===== src/rtl/mipsalu_arbiter.sv =====
// mipsalu_arbiter: two-requester round-robin front end for the shared
// combinational MIPS ALU. One operation at a time flows IDLE -> EXEC -> RESP.
// The winning request is latched. The ALU is driven for one cycle and its
// result is registered. A tagged response is then held until the consumer
// accepts it.
module mipsalu_arbiter #(
    parameter int DATA_W = 32
) (
    input  logic              clk,
    input  logic              reset,
    input  logic              req0_valid,
    output logic              req0_ready,
    input  logic [5:0]        req0_funct,
    input  logic [DATA_W-1:0] req0_a,
    input  logic [DATA_W-1:0] req0_b,
    input  logic              req1_valid,
    output logic              req1_ready,
    input  logic [5:0]        req1_funct,
    input  logic [DATA_W-1:0] req1_a,
    input  logic [DATA_W-1:0] req1_b,
    output logic [3:0]        alu_ctl,
    output logic [DATA_W-1:0] alu_a,
    output logic [DATA_W-1:0] alu_b,
    input  logic [DATA_W-1:0] alu_out,
    input  logic              alu_zero,
    output logic              rsp_valid,
    input  logic              rsp_ready,
    output logic              rsp_id,
    output logic [DATA_W-1:0] rsp_data,
    output logic              rsp_zero,
    output logic              rsp_err
);

    typedef enum logic [1:0] {
        IDLE = 2'd0,
        EXEC = 2'd1,
        RESP = 2'd2
    } state_t;

    localparam logic [3:0] CTL_ILLEGAL = 4'hF;

    state_t            state_q, state_d;
    logic              last_grant_q, last_grant_d;
    logic [3:0]        ctl_q, ctl_d;
    logic [DATA_W-1:0] a_q, a_d;
    logic [DATA_W-1:0] b_q, b_d;
    logic              id_q, id_d;
    logic              illegal_q, illegal_d;
    logic              rsp_id_q, rsp_id_d;
    logic [DATA_W-1:0] rsp_data_q, rsp_data_d;
    logic              rsp_zero_q, rsp_zero_d;
    logic              rsp_err_q, rsp_err_d;

    logic              grant;
    logic              accept;
    logic [5:0]        sel_funct;
    logic [DATA_W-1:0] sel_a;
    logic [DATA_W-1:0] sel_b;
    logic [3:0]        dec_ctl;
    logic              dec_illegal;

    // Round-robin choice among the valid requesters; ready only in IDLE and never in reset.
    always_comb begin
        // NOTE: every signal written here gets a default first so no path can infer a latch.
        grant = 1'b0;
        if (req0_valid && req1_valid) begin
            grant = ~last_grant_q;
        end else if (req1_valid) begin
            grant = 1'b1;
        end
        accept     = (state_q == IDLE) && !reset && (req0_valid || req1_valid);
        req0_ready = accept && !grant;
        req1_ready = accept && grant;
        sel_funct  = grant ? req1_funct : req0_funct;
        sel_a      = grant ? req1_a     : req0_a;
        sel_b      = grant ? req1_b     : req0_b;
    end

    // Map the granted requester's funct code to the ALU control code; anything unknown is illegal.
    always_comb begin
        dec_ctl     = CTL_ILLEGAL;
        dec_illegal = 1'b0;
        case (sel_funct)
            6'd32:   dec_ctl = 4'd2;
            6'd34:   dec_ctl = 4'd6;
            6'd36:   dec_ctl = 4'd0;
            6'd37:   dec_ctl = 4'd1;
            6'd39:   dec_ctl = 4'd12;
            6'd42:   dec_ctl = 4'd7;
            default: dec_illegal = 1'b1;
        endcase
    end

    // Next-state logic: latch the request on accept, capture the ALU in EXEC, hold the response in RESP.
    always_comb begin
        state_d      = state_q;
        last_grant_d = last_grant_q;
        ctl_d        = ctl_q;
        a_d          = a_q;
        b_d          = b_q;
        id_d         = id_q;
        illegal_d    = illegal_q;
        rsp_id_d     = rsp_id_q;
        rsp_data_d   = rsp_data_q;
        rsp_zero_d   = rsp_zero_q;
        rsp_err_d    = rsp_err_q;
        case (state_q)
            IDLE: begin
                if (accept) begin
                    state_d      = EXEC;
                    last_grant_d = grant;
                    ctl_d        = dec_ctl;
                    a_d          = sel_a;
                    b_d          = sel_b;
                    id_d         = grant;
                    illegal_d    = dec_illegal;
                end
            end
            EXEC: begin
                state_d    = RESP;
                rsp_data_d = alu_out;
                // An illegal op never reports Zero, even though the ALU's default result is 0.
                rsp_zero_d = illegal_q ? 1'b0 : alu_zero;
                rsp_err_d  = illegal_q;
                rsp_id_d   = id_q;
            end
            RESP: begin
                if (rsp_ready) begin
                    state_d = IDLE;
                end
            end
            default: state_d = IDLE;
        endcase
    end

    // State and data registers with synchronous reset; an in-flight operation is simply dropped.
    always_ff @(posedge clk) begin
        // NOTE: sequential state uses non-blocking assignments so every register samples pre-edge values.
        if (reset) begin
            state_q      <= IDLE;
            last_grant_q <= 1'b1;
            ctl_q        <= CTL_ILLEGAL;
            a_q          <= '0;
            b_q          <= '0;
            id_q         <= 1'b0;
            illegal_q    <= 1'b0;
            rsp_id_q     <= 1'b0;
            rsp_data_q   <= '0;
            rsp_zero_q   <= 1'b0;
            rsp_err_q    <= 1'b0;
        end else begin
            state_q      <= state_d;
            last_grant_q <= last_grant_d;
            ctl_q        <= ctl_d;
            a_q          <= a_d;
            b_q          <= b_d;
            id_q         <= id_d;
            illegal_q    <= illegal_d;
            rsp_id_q     <= rsp_id_d;
            rsp_data_q   <= rsp_data_d;
            rsp_zero_q   <= rsp_zero_d;
            rsp_err_q    <= rsp_err_d;
        end
    end

    // ALU is driven only during EXEC; otherwise it sees the idle control code and zero operands.
    always_comb begin
        alu_ctl = CTL_ILLEGAL;
        alu_a   = '0;
        alu_b   = '0;
        if (state_q == EXEC) begin
            alu_ctl = ctl_q;
            alu_a   = a_q;
            alu_b   = b_q;
        end
    end

    assign rsp_valid = (state_q == RESP);
    assign rsp_id    = rsp_id_q;
    assign rsp_data  = rsp_data_q;
    assign rsp_zero  = rsp_zero_q;
    assign rsp_err   = rsp_err_q;

endmodule


===== config.mk =====
export PLATFORM = sky130hd
export DESIGN_NAME = mipsalu_arbiter
export DESIGN_NICKNAME = d
export VERILOG_FILES = /design/src/rtl/mipsalu_arbiter.sv
export SDC_FILE = /design/constraint.sdc
export NUM_CORES = 1
export LEC_CHECK = 0
export BUFFER_PORTS_ARGS = -buffer_cell sky130_fd_sc_hd__buf_2
export CAP_MARGIN = 20
export CORE_ASPECT_RATIO = 1.4
export CORE_MARGIN = 4
export CORE_UTILIZATION = 38
export DETAILED_ROUTE_END_ITERATION = 8
export GPL_ROUTABILITY_DRIVEN = 0
export GPL_TIMING_DRIVEN = 0
export PLACE_DENSITY = 0.69
export SYNTH_ARGS = -nofsm -noshare
export SYNTH_HDL_FRONTEND = slang
export SYNTH_SLANG_ARGS = --single-unit

===== constraint.sdc =====
create_clock -name clk -period 2.1 [get_ports clk]
set_input_delay 0.21 -clock clk [delete_from_list [all_inputs] [get_ports clk]]
set_output_delay 0.21 -clock clk [all_outputs]
set_load 0.02 [all_outputs]

==> parameters.txt, run 1 <==
Parameter                              Value

Clocking
  Gates resized, CTS repair ... 10
  TritonCTS clock tree ... built
  Post-CTS Setup Repair Bufs ... 0
  Number of clock sinks seen by CTS ... 108
  Number of hold-repair buffers added at the cts stage ... 0
  Clk_lat worst skew ... 0.35 ns
  CTS buffer count ... 9
  CTS clock-pin slew for the worst setup and hold paths ... 0.09 ns
  Maximum level of the CTS H-tree ... 3
  Clock root buffer ... clkbuf_16
  Clk buf depth ... 2

Timing
  Max frequency ... 499 MHz
  Worst hold-check slack ... 0.0823 ns
  Min Tclk post-route ... 2.00 ns
  RSZ-0062 raised after global routing ... false
  Final worst-path setup slack ... 0.0967 ns
  Sum Neg Setup Slack ... 0 ns
  Final number of setup-violating endpoints ... 0
  Worst slew pin tran ... 0.726 ns
  Final number of hold-violating endpoints ... 0
  Clock skew ... 0.0113 ns
  Final critical-path share of the clock period ... 95.4%
  Total count of max-transition violations in the final report ... 0
  Worst slew margin ... 51.6%

Synthesis
  Warnings from Yosys ... 0
  Cell variety after synth ... 35
  Average cell area after synthesis ... 8.38 µm²
  Number of flip-flops and latches in the synthesized netlist ... 108
  Async set-reset flop share out of synthesis ... 0%
  Sequential element share of the synthesized area ... 39.6%
  Number of enable flip-flop cells after synthesis ... 0
  Netlist Area Pre-Place ... 5460 µm²
  Primary flip-flop cell chosen by synthesis mapping ... dfxtp_1
  Total nets after synthesis ... 829
  Post-synthesis instance total ... 651

Cells and area
  Final design area excluding fillers ... 7410 µm²
  Area Growth Syn to Fin ... 35.8%
  Antenna cells ... 0
  Most common cell after layout, fill and taps aside ... buf_2
  Total number of nets in the final design ... 1120
  Final cell count without fillers ... 1132
  Count of fill cells added during filler insertion ... 1413
  Ratio of cells with drive above 1 in the final layout ... 42.0%
  Core Util, Final ... 53.0%
  Top library cells by usage in the layout, fill and taps aside ... 282 x buf_2, 205 x nand2_1, 107 x dfxtp_1

Drt
  Overall routed net length ... 17.6 mm
  Detailed router's first-iteration violation count ... 181
  Vias ... 5510
  First-pass DRT Iterations ... 6
  Avg Vias per Cell ... 4.87
  Routed wire length per instance ... 15.6 µm
  DRC violation count after routing ... 0
  Routed Antenna Nets ... 0

Floorplanning
  Die width ... 109 µm
  Initial core utilization ... 39.1%
  Count of boundary I/O pins ... 284
  Row cnt ... 51
  Core Footprint ... 14000 µm²
  Chip Height ... 150 µm
  Die Outline Area ... 16400 µm²

Setup path
  Crit path arrival time ... 1.79 ns
  Worst reg-to-reg path cell count ... 6
  Worst Path Class, Setup ... register to output pin
  Maximum fanout count along the critical path ... 17
  Worst r2r src ... last_grant_q
  CP Data Required Time ... 1.89 ns
  CP Launch Point ... state_q[1]
  Reg2Reg Setup Slack ... 0.26 ns
  CP startpoint kind ... register
  Critical path capture point ... req1_ready
  Capturing point of the worst reg2reg path ... b_q[14]
  Worst Setup End Kind ... output pin

Pwr
  Maximum VDD drop ... 0.404 mV
  Power density over cell area ... 721 nW/µm²
  Total chip power ... 5.35 mW
  Leakage component of the power ... 3.40 nW

Min path
  Worst min path class ... input pin to register

Placement
  Number of cells after detailed placement ... 1118
  Estimated wirelength of the detail-placed design ... 13.8 mm
  Setup slack after placement ... -0.132 ns
  Placed instance area ... 7100 µm²
  Buffers added on ports ... 282

Global route
  Number of antenna violations at the first check in global routing ... 0
  Largest net degree at the start of global routing ... 23
  Number of global-route vias before repair ... 5378
  Sum of overflow across all layers after global routing ... 0
  First-pass GRT wire length ... 26.5 mm
  All-layer global routing usage ... 20.6%

Run status
  Run status ... finished clean

Flow run
  Number of max-cap violations ... 0
## layer usage
layer / GRT usage, % / routed length, µm / vias to the layer above
li1: - / - / 2774
met1: 23.2 / 6850 / 2522
met2: 37.9 / 9230 / 195
met3: 4.79 / 1290 / 19
met4: 6.18 / 276 / 0
met5: 0 / 0 / -
## report_power, final
group | internal [mW] | total (mW) | switching [mW]
sequential | 2.22 | 2.30 | 0.0771
clock | 0.863 | 1.76 | 0.900
combinational | 0.526 | 1.28 | 0.754
## synthesized netlist by cell type (2+ instances only)
master    number  area share, %
nand2_1      206             14
dfxtp_1      108             40
nor2_1        70            4.8
a311oi_2      64             18
and2_1        64            7.3
a21oi_1       39            3.6
clkbuf_1      37            2.5
buf_6         15            3.1
nand2b_1       6           0.69
inv_1          4           0.28
a31oi_1        3           0.34
clkbuf_8       3           0.76
nand4_1        3           0.34
nor3_1         3           0.28
a21boi_0       2           0.28
buf_12         2           0.73
nor2b_1        2           0.23
o21ai_0        2           0.18
o22a_1         2           0.32
## critical path: stages, from the launching register on
cell and delay, ns:
dfxtp_2 0.34, or4_4 0.55, buf_12 0.16, clkinv_8 0.11, nand2_2 0.08, inv_1 0.06
buf_4 0.14
## sequential cells by signal, summed over array words and instances (netlist names)
register      cells
rsp_data         32
rsp_id            1
ctl_q             4
id_q              1
rsp_err           1
state_q           2
rsp_zero          1
b_q              32
a_q              32
last_grant_q      1
illegal_q         1
## final cells by class
type	instances	area [µm²]	area share (%)
plain buffers	56	385	5.20
clock inverters	7	86.3	1.16
clock buffers	9	225	3.04
well taps	185	231	3.12
flip-flops and latches	108	2160	29.2
multi-input cells	480	2880	38.8
repair buffers	282	1410	19.1
inverters	5	31.3	0.422
## logic make-up (layout without fill, tap and decap cells)
kind of cell,Yosys count,after routing,synth area share [%]
AOI/OAI and AO/OA,117,117,23.1
DFF,108,108,39.6
and+or+nand+nor,363,363,29.5
buffers and inverters,63,359,7.79
## worst min-delay path by stage
stage,cells after the start,slack [ns],from,end
4_1_cts,3,0.07,alu_out[18],rsp_data[18]
6_report,3,0.08,alu_out[18],rsp_data[18]
3_3_place_gp,2,0.44,rsp_zero,rsp_zero
3_5_place_dp,2,0.44,rsp_data[14],rsp_data[14]
5_1_grt,3,0.08,alu_out[31],rsp_data[31]
2_1_floorplan,2,0.35,alu_out[0],rsp_data[0]
No activity file was read; power rests on OpenSTA's default activity.
==> run 2, diff against run 1 <==
Settings changed: CELL_PAD_IN_SITES_DETAIL_PLACEMENT set to 0, CELL_PAD_IN_SITES_GLOBAL_PLACEMENT set to 1, CORE_UTILIZATION 38 to 32, PLACE_DENSITY 0.69 to not set, PLACE_DENSITY_LB_ADDON set to 0.1.
==> parameters.txt, run 2 (synthesis results as in run 1) <==
Parameter                              Value

Timing
  Final number of hold-violating endpoints ... 0 (unchanged)
  Min Tclk post-route ... 2.01 ns (+0.00942 ns)
  Final number of setup-violating endpoints ... 0 (unchanged)
  Worst slew pin tran ... 0.776 ns (+0.0502 ns)
  Final critical-path share of the clock period ... 95.8% (+0.45 points)
  Clock skew ... 0.0121 ns (+0.000715 ns)
  Total count of max-transition violations in the final report ... 0 (unchanged)
  Worst slew margin ... 48.3% (-3.3 points)
  RSZ-0062 raised after global routing ... false
  Final worst-path setup slack ... 0.0873 ns (-0.00942 ns)
  Worst hold-check slack ... 0.0854 ns (+0.00304 ns)
  Max frequency ... 497 MHz (-0.47%)

Min path
  Source of the worst hold timing path ... alu_out[16]
  Worst hold path cell count ... 3 (unchanged)
  End point of the worst hold path ... rsp_data[16]
  Worst min path class ... input pin to register

Global route
  First-pass GRT wire length ... 28.6 mm (+7.8%)
  Number of antenna violations at the first check in global routing ... 4 (+4)
  Sum of overflow across all layers after global routing ... 0 (unchanged)
  Largest net degree at the start of global routing ... 20 (-13%)
  All-layer global routing usage ... 18.6% (-2.0 points)
  Number of global-route vias before repair ... 5532 (+2.9%)

Run status
  Run status ... finished clean

Pwr
  Sw power ... 1.68 mW (-2.9%)
  Gate power share ... 23.3% (-0.7 points)
  Maximum VDD drop ... 0.328 mV (-19%)
  Internal power of the cells ... 3.82 mW (+5.8%)
  Relative contribution of sequential cells to total power ... 41.8% (-1.3 points)
  Clock network power share ... 34.8% (+1.8 points)
  Total chip power ... 5.50 mW (+3.0%)
  Net Sw Frac ... 30.6% (-1.8 points)
  Power density over cell area ... 736 nW/µm² (+2.1%)
  Leakage component of the power ... 3.41 nW (+0.35%)

Setup path
  CP startpoint kind ... register
  Bufs and invs on worst path ... 4 (unchanged)
  Worst Setup End Kind ... output pin
  Capturing point of the worst reg2reg path ... b_q[8]
  Critical Path Slowest Stage Cell ... or4_4
  Worst r2r src ... state_q[1]
  Maximum fanout count along the critical path ... 17 (unchanged)
  Cell type group with the largest total delay on the critical path ... simple AND/OR/NAND/NOR gates
  CP Data Required Time ... 1.89 ns (about the same)
  Logic depth of the worst path, buffers included ... 6 (unchanged)
  Crit path arrival time ... 1.80 ns (about the same)
  Worst reg-to-reg path cell count ... 6 (unchanged)
  Worst Path Class, Setup ... register to output pin
  Series of cell instances along the critical path ... or4_4 -> buf_12 -> clkinv_8 -> nand2_2 -> inv_1 -> buf_4
  Reg2Reg Setup Slack ... 0.27 ns (about the same)
  Worst path max stage delay ... 0.55 ns (about the same)

Drt
  Vias ... 5483 (-0.49%)
  Overall routed net length ... 18.5 mm (+4.7%)
  Detailed router's first-iteration violation count ... 206 (+14%)
  Routed Antenna Nets ... 0 (unchanged)
  DRC violation count after routing ... 0 (unchanged)
  First-pass DRT Iterations ... 4 (-2)
  Avg Vias per Cell ... 4.76 (-2.3%)
  Routed wire length per instance ... 16.0 µm (+2.8%)

Placement
  Estimated wirelength of the detail-placed design ... 14.3 mm (+4.2%)
  Buffers added on ports ... 282 (unchanged)
  Setup slack after placement ... -0.317 ns (-0.185 ns)
  Placed instance area ... 7120 µm² (+0.32%)

Cells and area
  Core Util, Final ... 44.6% (-8.4 points)
  Top library cells by usage in the layout, fill and taps aside ... 282 x buf_2, 205 x nand2_1, 107 x dfxtp_1
  Register area ... 2160 µm² (unchanged)
  Total number of nets in the final design ... 1120 (unchanged)
  Final design area excluding fillers ... 7470 µm² (+0.83%)
  Area Growth Syn to Fin ... 36.9%
  Area used by multi-input combinational logic ... 2880 µm² (+0.17%)
  Ratio of cells with drive above 1 in the final layout ... 42.0% (unchanged)
  Most common cell after layout, fill and taps aside ... buf_2
  Count of fill cells added during filler insertion ... 1826 (+29%)

Clocking
  CTS buffer count ... 9 (unchanged)
  Maximum level of the CTS H-tree ... 3 (unchanged)
  Post-CTS Setup Repair Bufs ... 0 (unchanged)
  Clk_lat worst skew ... 0.35 ns (about the same)
  Number of clock sinks seen by CTS ... 108 (unchanged)
  Number of hold-repair buffers added at the cts stage ... 0 (unchanged)
  CTS clock-pin slew for the worst setup and hold paths ... 0.08 ns (about the same)
  TritonCTS clock tree ... built
  Clock root buffer ... clkbuf_16
  Clk buf depth ... 2 (unchanged)
  Gates resized, CTS repair ... 12 (+2)

Floorplanning
  Die Outline Area ... 19200 µm² (+18%)
  Die width ... 118 µm (+8.3%)
  Initial core utilization ... 32.6% (-6.5 points)
  Count of boundary I/O pins ... 284 (unchanged)
  Chip Height ... 163 µm (+8.5%)
  Core Footprint ... 16700 µm² (+20%)
  Row cnt ... 56 (+9.8%)

Flow run
  Number of max-cap violations ... 0 (unchanged)
==> run 2: per-layer routing <==
layer,track usage (%),share of wire (%)
met1,21.7,41
met3,6.15,7.9
met5,0,0.070
met2,32.9,50
met4,4.69,1.2
==> run 2: power groups by stage <==
stage	clock [mW]	sequential, mW	combinational [mW]
after floorplan	0	2.39	0.804
after global placement	0	2.34	1.31
after detailed placement	0	2.35	1.31
after CTS	1.98	2.30	1.31
after global routing	2.05	2.32	1.43
final	1.92	2.30	1.28
==> run 2: worst max path at each step <==
stage          slack [ns]       start          to
2_1_floorplan        0.49  state_q[1]  req1_ready
4_1_cts             0.008  state_q[0]   alu_a[18]
3_5_place_dp        -0.32  state_q[0]   alu_b[31]
3_3_place_gp        -0.33  state_q[0]    alu_b[0]
5_1_grt              0.02  state_q[0]   alu_a[18]
6_report             0.09  state_q[1]  req1_ready
==> run 2: final cells by class <==
type / instances / share of cell area (%)
multi-input cells: 480 / 38.5
flip-flops and latches: 108 / 28.9
repair buffers: 282 / 18.9
plain buffers: 56 / 5.22
well taps: 203 / 3.40
clock buffers: 9 / 3.01
clock inverters: 7 / 1.44
inverters: 5 / 0.419
diodes: 3 / 0.100
==> run 2: worst register-to-register path, delay by kind of cell, from the launching register on <==
family	cells	cell delay [ns]
buf+inv	4	0.67
simple gates	1	0.55
flops	1	0.35
compound gates	1	0.11
==> run 2: through the flow <==
stage,TNS [ns],cells
after floorplan,0,651
after global placement,-8.32,1136
after detailed placement,-7.39,1136
after CTS,0,1150
after global routing,0,1152
final,0,1153
